[src/rtl/cp0_pkg.sv]
// Shared constants for the coprocessor-0 exception controller.
// Contents: CP0 register indices, ExcCode values, Status/Cause bit positions
// and a helper that assembles the architectural Status word.
package cp0_pkg;

    localparam logic [4:0] CP0_COUNT   = 5'd9;
    localparam logic [4:0] CP0_COMPARE = 5'd11;
    localparam logic [4:0] CP0_STATUS  = 5'd12;
    localparam logic [4:0] CP0_CAUSE   = 5'd13;
    localparam logic [4:0] CP0_EPC     = 5'd14;

    localparam logic [4:0] EXC_INT = 5'd0;
    localparam logic [4:0] EXC_SYS = 5'd8;
    localparam logic [4:0] EXC_BP  = 5'd9;
    localparam logic [4:0] EXC_RI  = 5'd10;
    localparam logic [4:0] EXC_OV  = 5'd12;

    localparam int ST_IE      = 0;
    localparam int ST_EXL     = 1;
    localparam int ST_IM_LSB  = 8;
    localparam int CA_EXC_LSB = 2;
    localparam int CA_IP_LSB  = 8;
    localparam int IP_TIMER   = 7;

    function automatic logic [31:0] status_word(input logic [7:0] im,
                                                input logic       exl,
                                                input logic       ie);
        logic [31:0] w;
        w             = '0;
        w[ST_IM_LSB+:8] = im;
        w[ST_EXL]     = exl;
        w[ST_IE]      = ie;
        return w;
    endfunction

endpackage

[src/rtl/cp0_timer.sv]
// Count/Compare timer for CP0.
// Ports: clk, rst_n (sync, active low), count_we_i/compare_we_i (write
// strobes, already priority-qualified by the caller), wdata_i, count_o,
// compare_o, ip7_o (sticky timer interrupt pending).
module cp0_timer (
    input  logic        clk,
    input  logic        rst_n,
    input  logic        count_we_i,
    input  logic        compare_we_i,
    input  logic [31:0] wdata_i,
    output logic [31:0] count_o,
    output logic [31:0] compare_o,
    output logic        ip7_o
);

    logic [31:0] count_q, count_d;
    logic [31:0] compare_q, compare_d;
    logic        ip7_q, ip7_d;

    always_comb begin
        count_d   = count_we_i ? wdata_i : count_q + 32'd1;
        compare_d = compare_we_i ? wdata_i : compare_q;
        // A Compare write acknowledges the interrupt and wins over a match.
        ip7_d     = compare_we_i ? 1'b0 : (ip7_q | (count_q == compare_q));
    end

    always_ff @(posedge clk) begin
        if (!rst_n) begin
            count_q   <= '0;
            compare_q <= '0;
            ip7_q     <= 1'b0;
        end else begin
            count_q   <= count_d;
            compare_q <= compare_d;
            ip7_q     <= ip7_d;
        end
    end

    assign count_o   = count_q;
    assign compare_o = compare_q;
    assign ip7_o     = ip7_q;

endmodule

[src/rtl/cp0_exc_ctrl.sv]
// Coprocessor-0 for the single-cycle MIPS core: Status/Cause/EPC, mfc0/mtc0,
// exception/interrupt/eret arbitration and the fetch redirect.
// Optional macro CP0_TIMER_EN adds Count (9) / Compare (11) and the sticky
// timer interrupt on Cause.IP7 (it then replaces irq[5] on IP7).
// Ports: clk, rst_n (sync, active low), mfc0/mtc0/addr/wdata (register
// access), pc, exc_valid/exc_code, eret, irq[NUM_IRQ], rdata, redirect,
// redirect_pc, status.
module cp0_exc_ctrl
    import cp0_pkg::*;
#(
    parameter int          NUM_IRQ    = 6,
    parameter logic [31:0] EXC_VECTOR = 32'h00400004,
    parameter logic [31:0] STATUS_RST = 32'h0000FF01
) (
    input  logic               clk,
    input  logic               rst_n,
    input  logic               mfc0,
    input  logic               mtc0,
    input  logic [4:0]         addr,
    input  logic [31:0]        wdata,
    input  logic [31:0]        pc,
    input  logic               exc_valid,
    input  logic [4:0]         exc_code,
    input  logic               eret,
    input  logic [NUM_IRQ-1:0] irq,
    output logic [31:0]        rdata,
    output logic               redirect,
    output logic [31:0]        redirect_pc,
    output logic [31:0]        status
);

    logic [7:0]         im_q, im_d;
    logic               exl_q, exl_d;
    logic               ie_q, ie_d;
    logic [1:0]         ip_sw_q, ip_sw_d;
    logic [4:0]         exc_code_q, exc_code_d;
    logic [31:0]        epc_q, epc_d;
    logic [NUM_IRQ-1:0] irq_q;

    logic [7:0]  ip;
    logic        int_take;
    logic [31:0] cause_w;

`ifdef CP0_TIMER_EN
    logic        count_we, compare_we;
    logic [31:0] count_w, compare_w;
    logic        timer_ip7;

    cp0_timer u_timer (
        .clk          (clk),
        .rst_n        (rst_n),
        .count_we_i   (count_we),
        .compare_we_i (compare_we),
        .wdata_i      (wdata),
        .count_o      (count_w),
        .compare_o    (compare_w),
        .ip7_o        (timer_ip7)
    );
`endif

    always_comb begin
        ip = {6'b0, ip_sw_q};
        for (int i = 0; i < NUM_IRQ; i++) ip[2+i] = irq_q[i];
`ifdef CP0_TIMER_EN
        ip[IP_TIMER] = timer_ip7;
`endif
    end

    assign int_take = ie_q & ~exl_q & (|(ip & im_q));

    always_comb begin
        cause_w                   = '0;
        cause_w[CA_IP_LSB+:8]     = ip;
        cause_w[CA_EXC_LSB+:5]    = exc_code_q;
    end

    always_comb begin
        im_d       = im_q;
        exl_d      = exl_q;
        ie_d       = ie_q;
        ip_sw_d    = ip_sw_q;
        exc_code_d = exc_code_q;
        epc_d      = epc_q;
`ifdef CP0_TIMER_EN
        count_we   = 1'b0;
        compare_we = 1'b0;
`endif
        if (exc_valid) begin
            // A nested exception keeps the original return address.
            if (!exl_q) epc_d = pc;
            exc_code_d = exc_code;
            exl_d      = 1'b1;
        end else if (int_take) begin
            epc_d      = pc;
            exc_code_d = EXC_INT;
            exl_d      = 1'b1;
        end else if (eret) begin
            exl_d = 1'b0;
        end else if (mtc0) begin
            case (addr)
                CP0_STATUS: begin
                    im_d  = wdata[ST_IM_LSB+:8];
                    exl_d = wdata[ST_EXL];
                    ie_d  = wdata[ST_IE];
                end
                CP0_CAUSE: ip_sw_d = wdata[CA_IP_LSB+:2];
                CP0_EPC:   epc_d   = wdata;
`ifdef CP0_TIMER_EN
                CP0_COUNT:   count_we   = 1'b1;
                CP0_COMPARE: compare_we = 1'b1;
`endif
                default: ;
            endcase
        end
    end

    always_ff @(posedge clk) begin
        if (!rst_n) begin
            im_q       <= STATUS_RST[ST_IM_LSB+:8];
            exl_q      <= STATUS_RST[ST_EXL];
            ie_q       <= STATUS_RST[ST_IE];
            ip_sw_q    <= '0;
            exc_code_q <= '0;
            epc_q      <= '0;
            irq_q      <= '0;
        end else begin
            im_q       <= im_d;
            exl_q      <= exl_d;
            ie_q       <= ie_d;
            ip_sw_q    <= ip_sw_d;
            exc_code_q <= exc_code_d;
            epc_q      <= epc_d;
            irq_q      <= irq;
        end
    end

    assign status   = status_word(im_q, exl_q, ie_q);
    assign redirect = rst_n & (exc_valid | int_take | eret);

    always_comb begin
        redirect_pc = '0;
        if (rst_n) begin
            if (exc_valid || int_take) redirect_pc = EXC_VECTOR;
            else if (eret)             redirect_pc = epc_q;
        end
    end

    always_comb begin
        rdata = '0;
        if (rst_n && mfc0) begin
            case (addr)
                CP0_STATUS:  rdata = status;
                CP0_CAUSE:   rdata = cause_w;
                CP0_EPC:     rdata = epc_q;
`ifdef CP0_TIMER_EN
                CP0_COUNT:   rdata = count_w;
                CP0_COMPARE: rdata = compare_w;
`endif
                default:     rdata = '0;
            endcase
        end
    end

endmodule

[config.mk]
export PLATFORM = sky130hd
export DESIGN_NAME = cp0_exc_ctrl
export DESIGN_NICKNAME = d
export VERILOG_FILES = /design/src/rtl/cp0_pkg.sv /design/src/rtl/cp0_timer.sv /design/src/rtl/cp0_exc_ctrl.sv
export SDC_FILE = /design/constraint.sdc
export NUM_CORES = 1
export LEC_CHECK = 0
export CORE_MARGIN = 1.5
export CORE_UTILIZATION = 36
export CTS_CLUSTER_SIZE = 40
export DETAILED_ROUTE_END_ITERATION = 10
export PLACE_DENSITY = 0.77
export SLEW_MARGIN = 20
export SYNTH_ARGS = -nofsm -noshare
export SYNTH_HDL_FRONTEND = slang
export SYNTH_HIERARCHICAL = 1
export SYNTH_SLANG_ARGS = --single-unit
[constraint.sdc]
create_clock -name clk -period 2.2 [get_ports clk]
set_clock_uncertainty 0.2 [all_clocks]
set_input_delay 0.44 -clock clk [delete_from_list [all_inputs] [get_ports clk]]
set_output_delay 0.44 -clock clk [all_outputs]
set_load 0.03 [all_outputs]
# Yosys cells after proc, flatten, opt, wreduce, memory -nomap -nowiden
# Index checks and enable logic that the tools add are counted.
# op_classes
bitwise	10
reduce_logical	12
n_eq_ne	5
muxes	18
# ops
operator	count
two-way mux 32 bit	10
one-hot mux 32 bit (3 select lines)	1
== test 5 x 4 -> 1 bit, second input constant	3
two-way mux 5 bit	2
AND reduction 5 bit	2
AND 8 bit	1
nonzero test 4 bit	2
OR reduction 8 bit	1
nonzero test 3 bit	2
two-way mux 1 bit	5
NOT 1 bit	4
AND reduction 4 bit	1
AND 1 bit	3
!= test 3 x 2 -> 1 bit, second input constant	1
!= test 2 bit, second input constant	1
bitwise OR 1 bit	2
AND reduction 2 bit	1
nonzero test 2 bit	1
logical AND 1 bit	1
logical OR 1 bit	1
# totals
inputBits	86
out_inout_bits	97
register_bits	55
wordCells	52

# Longest topological paths before layout
# Gate-level depths: netlist of run 1.
# depth
word_depth	6
depth_mapped	7
ltp_nobuf	4

# Worst setup path after synthesis of run 1
# No wires, ideal clock.
# synth_path
path_type	register to output
from	register im_q[0]
to	output port redirect_pc[16]
arrival_time_ps	2435
n_path_buf	2
path_stages_with_launch	6
required_time_ps	1560
setup_slack_ps	-875
cell_sequence	dfxtp_1 a22o_1 o41a_1 buf_2 buf_2 nor4_1
# synth_via
elab_chain_cells	6
# synth_lines
element	line	text
start: declaration	cp0_exc_ctrl.sv:32	logic [7:0] im_q, im_d;
start signal: assignment	cp0_exc_ctrl.sv:119	im_q <= STATUS_RST[ST_IM_LSB+:8];
start signal: assignment	cp0_exc_ctrl.sv:127	im_q <= im_d;
AND 8 bit	cp0_exc_ctrl.sv:69	assign int_take = ie_q & ~exl_q & (|(ip & im_q));
OR reduction 8 bit	cp0_exc_ctrl.sv:69	
AND 1 bit	cp0_exc_ctrl.sv:69	
logical OR 1 bit	cp0_exc_ctrl.sv:143	if (exc_valid || int_take) redirect_pc = EXC_VECTOR;
two-way mux 32 bit	cp0_exc_ctrl.sv:143	
two-way mux 32 bit	cp0_exc_ctrl.sv:142	if (rst_n) begin
end: declaration	cp0_exc_ctrl.sv:28	output logic [31:0] redirect_pc,
# No other way between the ends.

# Final worst setup path of run 1
# layout_path
from	register im_q[0]
to	output port redirect_pc[21]
# The elaborated chain is that of the path after synthesis.

==> results of run 1 <==
==> flip-flops by register name, summed over array words and instances (netlist names) <==
| name | count |
|---|---|
| epc_q | 32 |
| im_q | 8 |
| irq_q | 6 |
| exc_code_q | 5 |
| ip_sw_q | 2 |
| exl_q | 1 |
| ie_q | 1 |
==> power breakdown <==
part | total [mW] | internal [mW] | leakage [nW] | switching [mW]
registers | 1.13 | 1.07 | 0.452 | 0.0630
logic | 1.20 | 0.559 | 2.16 | 0.636
clock network | 0.657 | 0.289 | 0.0484 | 0.368
total | 2.99 | 1.92 | 2.66 | 1.07
==> what timing repair did <==
action | in CTS | in global routing
endpoints found under the setup margin | 95 | 105
setup buffers | 10 | 9
cloned | 2 | 5
resized for setup | 106 | 78
pin swaps | 11 | 26
==> worst max-delay path by stage <==
stage | start | endpoint | slack (ns)
2_1_floorplan | im_q[2]$_SDFFE_PN1P_ | redirect_pc[16] | -0.29
3_3_place_gp | addr[0] | rdata[30] | -0.43
3_5_place_dp | irq_q[2]$_SDFF_PN0_ | redirect_pc[13] | -0.42
4_1_cts | im_q[2]$_SDFFE_PN1P_ | redirect_pc[13] | -0.56
5_1_grt | ip_sw_q[0]$_SDFFE_PN0P_ | redirect_pc[10] | -0.64
6_report | im_q[0]$_SDFFE_PN1P_ | redirect_pc[21] | -0.59
==> critical path, cell delays in order (launching register included) <==
cell	delay, ns
dfxtp_2	0.34
a22o_1	0.27
o41a_4	0.49
buf_12	0.16
buf_12	0.13
nor4_4	0.22
buf_4	0.21
==> layout make-up <==
| class | instances | area share |
|---|---|---|
| Antenna cell | 1 | 0.0003606 |
| Inverter | 21 | 0.01136 |
| Sequential cell | 55 | 0.1605 |
| Timing Repair Buffer | 243 | 0.3612 |
| Multi-Input combinational cell | 290 | 0.4288 |
| Tap cell | 129 | 0.02326 |
| Clock buffer | 6 | 0.01352 |
| Clock inverter | 1 | 0.001082 |
==> cells by family (layout without fill, tap and decap cells) <==
family / after synthesis / in the layout / share of synthesized area
buffers and inverters: 88 / 271 / 0.1337
flip-flops: 55 / 55 / 0.3222
AND/OR/NAND/NOR: 133 / 133 / 0.2362
multiplexers: 12 / 12 / 0.03515
AO/OA/AOI/OAI: 123 / 123 / 0.2717
other: 1 / 23 / 0.001097
==> synthesized netlist by cell type, types with 2 or more instances <==
cell type,count,share of area
a211oi_1,20,0.044
a21boi_0,7,0.015
a21oi_1,29,0.042
a22o_1,4,0.010
a22oi_1,5,0.011
and2_1,34,0.062
and3_1,2,0.0037
buf_2,14,0.021
buf_4,25,0.055
buf_6,2,0.0066
clkbuf_1,26,0.029
dfxtp_1,55,0.32
inv_1,21,0.023
mux2i_1,12,0.035
nand2_1,13,0.014
nand2b_1,2,0.0037
nand3_1,2,0.0029
nand3b_1,14,0.031
nand4_1,2,0.0037
nor2_1,23,0.025
nor2b_1,3,0.0055
nor3_1,2,0.0029
nor4_1,20,0.037
nor4b_1,9,0.023
o221a_2,12,0.040
o31a_1,14,0.036
o31ai_1,29,0.064
==> routing by layer <==
layer / part of all wire / wire (µm)
met4: 0.040 / 641
met3: 0.076 / 1232
met5: 0 / 0
met2: 0.50 / 8077
met1: 0.38 / 6173
==> metrics by stage <==
stage	worst slack [ns]	utilization	cells
final	-0.5944	0.7510	746
after global routing	-0.6447	0.7510	746
after CTS	-0.5572	0.6906	731
after detailed placement	-0.4183	0.6226	712
after global placement	-0.4267	0.6226	712
after floorplan	-0.2932	-	433
==> impl_metrics.tcl, run 1 <==
set metrics [dict create \
    clockBufferDepth 2 \
    vias 4324 \
    mostFrequentLayoutCells "clkdlybuf4s50_1 (86), buf_4 (82), dfxtp_1 (47), buf_6 (46), a21oi_1 (29)" \
    initial_core_util 0.3698 \
    start_kind "flip-flop" \
    grt_overflow 0 \
    clk_pin_slew_worst_paths_ns 0.10 \
    p_leak_nw 2.658 \
    critPathKind "reg -> out" \
    syn_inst 412 \
    ys_types 38 \
    tns_ns -22.53 \
    htree_levels 2 \
    cts.root.buffer_cell "clkbuf_8" \
    powerDensity_nw_per_um2 430.3 \
    final_hold_viol_count 0 \
    drc 0 \
    io_pins 183 \
    maxCapViolCount 0 \
    synth_edf_count 0 \
    gp_congestion 0.8968 \
    reg2reg_to "epc_q[20]$_SDFFE_PN0P_" \
    drt-initial-drc-count 369 \
    rsz0062_at_grt "true" \
    core_um2 9240 \
    setup_viol 99 \
    grt_use_total 0.2743 \
    reg2reg_slack_ns -0.28 \
    fin_nets 702 \
    antenna_found_initial 1 \
    whs_ns 0.3406 \
    cts_tree "done" \
    finalPower_mw 2.986 \
    seq_area_um2 1114 \
    final_common_cell "clkdlybuf4s50_1" \
    synthArstFlopShare 0 \
    crit_path_end_kind "output pin" \
    hold_path.class "reg -> reg" \
    cp.required_ns 1.56 \
    hold_buffers 0 \
    post_drt_wl_per_cell_um 21.61 \
    top_usage_layer "met2" \
    io_buffers 160 \
    peakVddDrop_mv 0.3436 \
    synth_area_um2 3417 \
    clock_sinks 55 \
    worst_pin_slew_ns 0.5143 \
    ys.flop_type "dfxtp_1" \
    fin_area_um2 6939 \
    hold_path_depth 2 \
    grt_first_pass_wirelength_um 21470 \
    num-fill-cells 557 \
    status "finished with violations" \
    die_h_um 100.4 \
    critPathMaxFanout 9 \
    max_slew_margin 0.6571 \
    drv_slew 0 \
    dpl_cell_area_um2 5753 \
    postRouteAntennaNets 0 \
    drt_pre_antenna_iters 5 \
    worst_hold_startpoint "exc_code_q[0]$_SDFFE_PN0P_" \
    area_growth_pct 103.1 \
    die_w_um 100.4 \
    final.min_clock_period_ns 2.794 \
    violations "negative setup slack" \
    grtUsageMet2 0.4605 \
    reg2reg_from "im_q[0]$_SDFFE_PN1P_" \
    period_share 1.270 \
    grt_start_max_net_pins 25 \
    arrival_ns 2.15 \
    place_hpwl_um 9890 \
    multiInputGateArea_um2 2975 \
    use_met1 0.3588 \
    drive_gt1_frac 0.4903 \
    rows 35 \
    ys_ff_latch 55 \
    grt_pass1_vias 4056 \
    ys_warn_count 6 \
    use_met3 0.03900 \
    fmax_mhz 357.9 \
    seq_area_frac_synth 0.3222 \
    cts_made_buffers 5 \
    setup_slack_ns -0.5944 \
    r2r_cells 9 \
    clock_latency_ns 0.31 \
    syn_area_per_cell_um2 8.294 \
    vias_per_cell 5.796 \
    min_delay_worst_endpoint "exc_code_q[0]$_SDFFE_PN0P_" \
    routed_wl_um 16120 \
    dieArea_um2 10090 \
]
No activity file was read; power rests on OpenSTA's default activity.
==> run 2: changes to the inputs <==
CORE_MARGIN = 3   (was 1.5)
==> run 2 against run 1 <==
The flow still finishes with violations (negative setup slack). Count of clock-buffer cells in the layout is the same. Critical path type unchanged. Hold slack got worse by 0.041 ns. Critical endpoint is now redirect_pc[30]. Largest power group is now sequential cells. Cell area is 2.6% lower.
==> impl_metrics.tcl, run 2 (synthesis gave the netlist of run 1 again) <==
set metrics [dict create \
    status "finished with violations" \
    violations "negative setup slack" \
    fin_nets 700 \
    grt_overflow 0 \
    peakVddDrop_mv 0.3241 \
    fmax_mhz 356.6 \
    critPathKind "reg -> out" \
    place_hpwl_um 10440 \
    worst_pin_slew_ns 0.5313 \
    final_util 0.7530 \
    clockBufferDepth 2 \
    use_met3 0.03957 \
    r2r_cells 8 \
    max_slew_margin 0.6458 \
    gp_congestion 0.8932 \
    period_share 1.275 \
    worst_hold_startpoint "exc_valid" \
    drt_pre_antenna_iters 5 \
    arrival_ns 2.16 \
    final_common_cell "clkdlybuf4s50_1" \
    htree_levels 2 \
    cts.root.buffer_cell "clkbuf_8" \
    reg2reg_from "irq_q[4]$_SDFF_PN0_" \
    final.min_clock_period_ns 2.804 \
    largest_reg_flops 32 \
    clk_pin_slew_worst_paths_ns 0.11 \
    initial_core_util 0.3807 \
    hold_buffers 0 \
    num-fill-cells 562 \
    die_w_um 103.4 \
    io_pins 183 \
    die_h_um 103.4 \
    maxCapViolCount 0 \
    grt_first_pass_wirelength_um 22260 \
    powerDensity_nw_per_um2 416.6 \
    routed_wl_um 16240 \
    reg_top3 "epc_q: 32 flops, im_q: 8 flops, irq_q: 6 flops" \
    setup_slack_ns -0.6042 \
    cp_slowest_cell "o41a_4" \
    cts_made_buffers 5 \
    grt_use_total 0.2708 \
    top_register "epc_q" \
    dieArea_um2 10700 \
    core_um2 8976 \
    postRouteAntennaNets 0 \
    grt_pass1_vias 4038 \
    grt_start_max_net_pins 32 \
    crit_path_end_kind "output pin" \
    drc 0 \
    grtUsageMet2 0.4593 \
    mostFrequentLayoutCells "clkdlybuf4s50_1 (85), buf_4 (67), buf_6 (64), dfxtp_1 (45), a21oi_1 (29)" \
    post-place-ws_ns -0.4452 \
    reg2reg_to "epc_q[17]$_SDFFE_PN0P_" \
    drt-initial-drc-count 318 \
    reg2reg_slack_ns -0.13 \
    p_leak_nw 2.620 \
    cts_tree "done" \
    final_hold_viol_count 0 \
    clock_latency_ns 0.31 \
    drv_slew 0 \
    hold_path_depth 3 \
    vias 4279 \
    area_growth_pct 97.80 \
    post_drt_wl_per_cell_um 21.88 \
    io_buffers 160 \
    rows 34 \
    antenna_found_initial 1 \
    use_met1 0.3485 \
    hold_path.class "in -> reg" \
    vias_per_cell 5.767 \
    top_usage_layer "met2" \
    rsz0062_at_grt "true" \
    cp.required_ns 1.56 \
    drive_gt1_frac 0.4829 \
    min_delay_worst_endpoint "exc_code_q[0]$_SDFFE_PN0P_" \
    clock_sinks 55 \
    slowest_delay_ns 0.53 \
    critPathMaxFanout 9 \
    start_kind "flip-flop" \
    setup_viol 71 \
    crit_chain "a22o_1, o41a_4, buf_8, nor4_4, buf_6" \
]
## run 2: layout make-up
cell class                 count  area (µm²)  share of cell area
timing repair buffer         241        2506              0.3708
tap                          126       157.7             0.02332
sequential                    55        1116              0.1651
clock inverter                 2       12.51            0.001851
inverter                      21       78.83             0.01166
antenna                        1       2.502           0.0003702
multi-input combinational    290        2813              0.4161
clock buffer                   6       72.57             0.01074
## run 2: critical path, delay by kind of cell, from the launching register on
kind	cells	cell delay, ns
simple gates	1	0.29
buf+inv	2	0.38
flops	1	0.35
compound gates	2	0.82
## run 2: worst max path at each step
stage	slack, ns	startpoint	endpoint	cells after the start
2_1_floorplan	-0.29	im_q[2]$_SDFFE_PN1P_	redirect_pc[16]	5
3_3_place_gp	-0.40	addr[0]	rdata[29]	7
3_5_place_dp	-0.45	addr[2]	rdata[6]	6
4_1_cts	-0.55	irq_q[2]$_SDFF_PN0_	redirect_pc[30]	5
5_1_grt	-0.64	im_q[0]$_SDFFE_PN1P_	redirect_pc[20]	5
6_report	-0.60	irq_q[4]$_SDFF_PN0_	redirect_pc[30]	5
## run 2: what timing repair did
item,CTS,global route
setup endpoints to repair,100,97
buffers inserted,13,2
gates resized for setup,121,72
cloned,4,2
pin swaps,31,17
## run 2: routing by layer
metal,up-vias,part of all wire
li1,1876,-
met1,2050,0.37
met2,288,0.51
met3,65,0.079
met4,0,0.044
met5,-,0
## run 2: report_power, final
group,internal [mW],switching (mW),leakage [nW]
sequential,1.07,0.0660,0.452
clock,0.224,0.361,0.0412
combinational,0.499,0.594,2.13
## run 2: stage by stage
| step | TNS (ns) | power [mW] | hold slack [ns] | cell area (µm²) | cells |
|---|---|---|---|---|---|
| 2_1_floorplan | -6.922 | 1.684 | 0.2478 | 4003 | 433 |
| 3_5_place_dp | -34.27 | 2.013 | 0.3013 | 5734 | 714 |
| 6_report | -19.21 | 2.816 | 0.2995 | 6759 | 742 |
| 3_3_place_gp | -32.50 | 1.995 | 0.2959 | 5734 | 714 |
| 4_1_cts | -16.48 | 2.671 | 0.2780 | 6362 | 738 |
| 5_1_grt | -23.63 | 2.917 | 0.3192 | 6759 | 742 |
==> run 3: changes to the inputs <==
SYNTH_HIERARCHICAL = unset   (was 1)
==> results of run 3 <==
Same layout as run 2: the final DEF is identical, and so are final timing and power.
Main changes from that run: Yosys warning count 6 -> 0
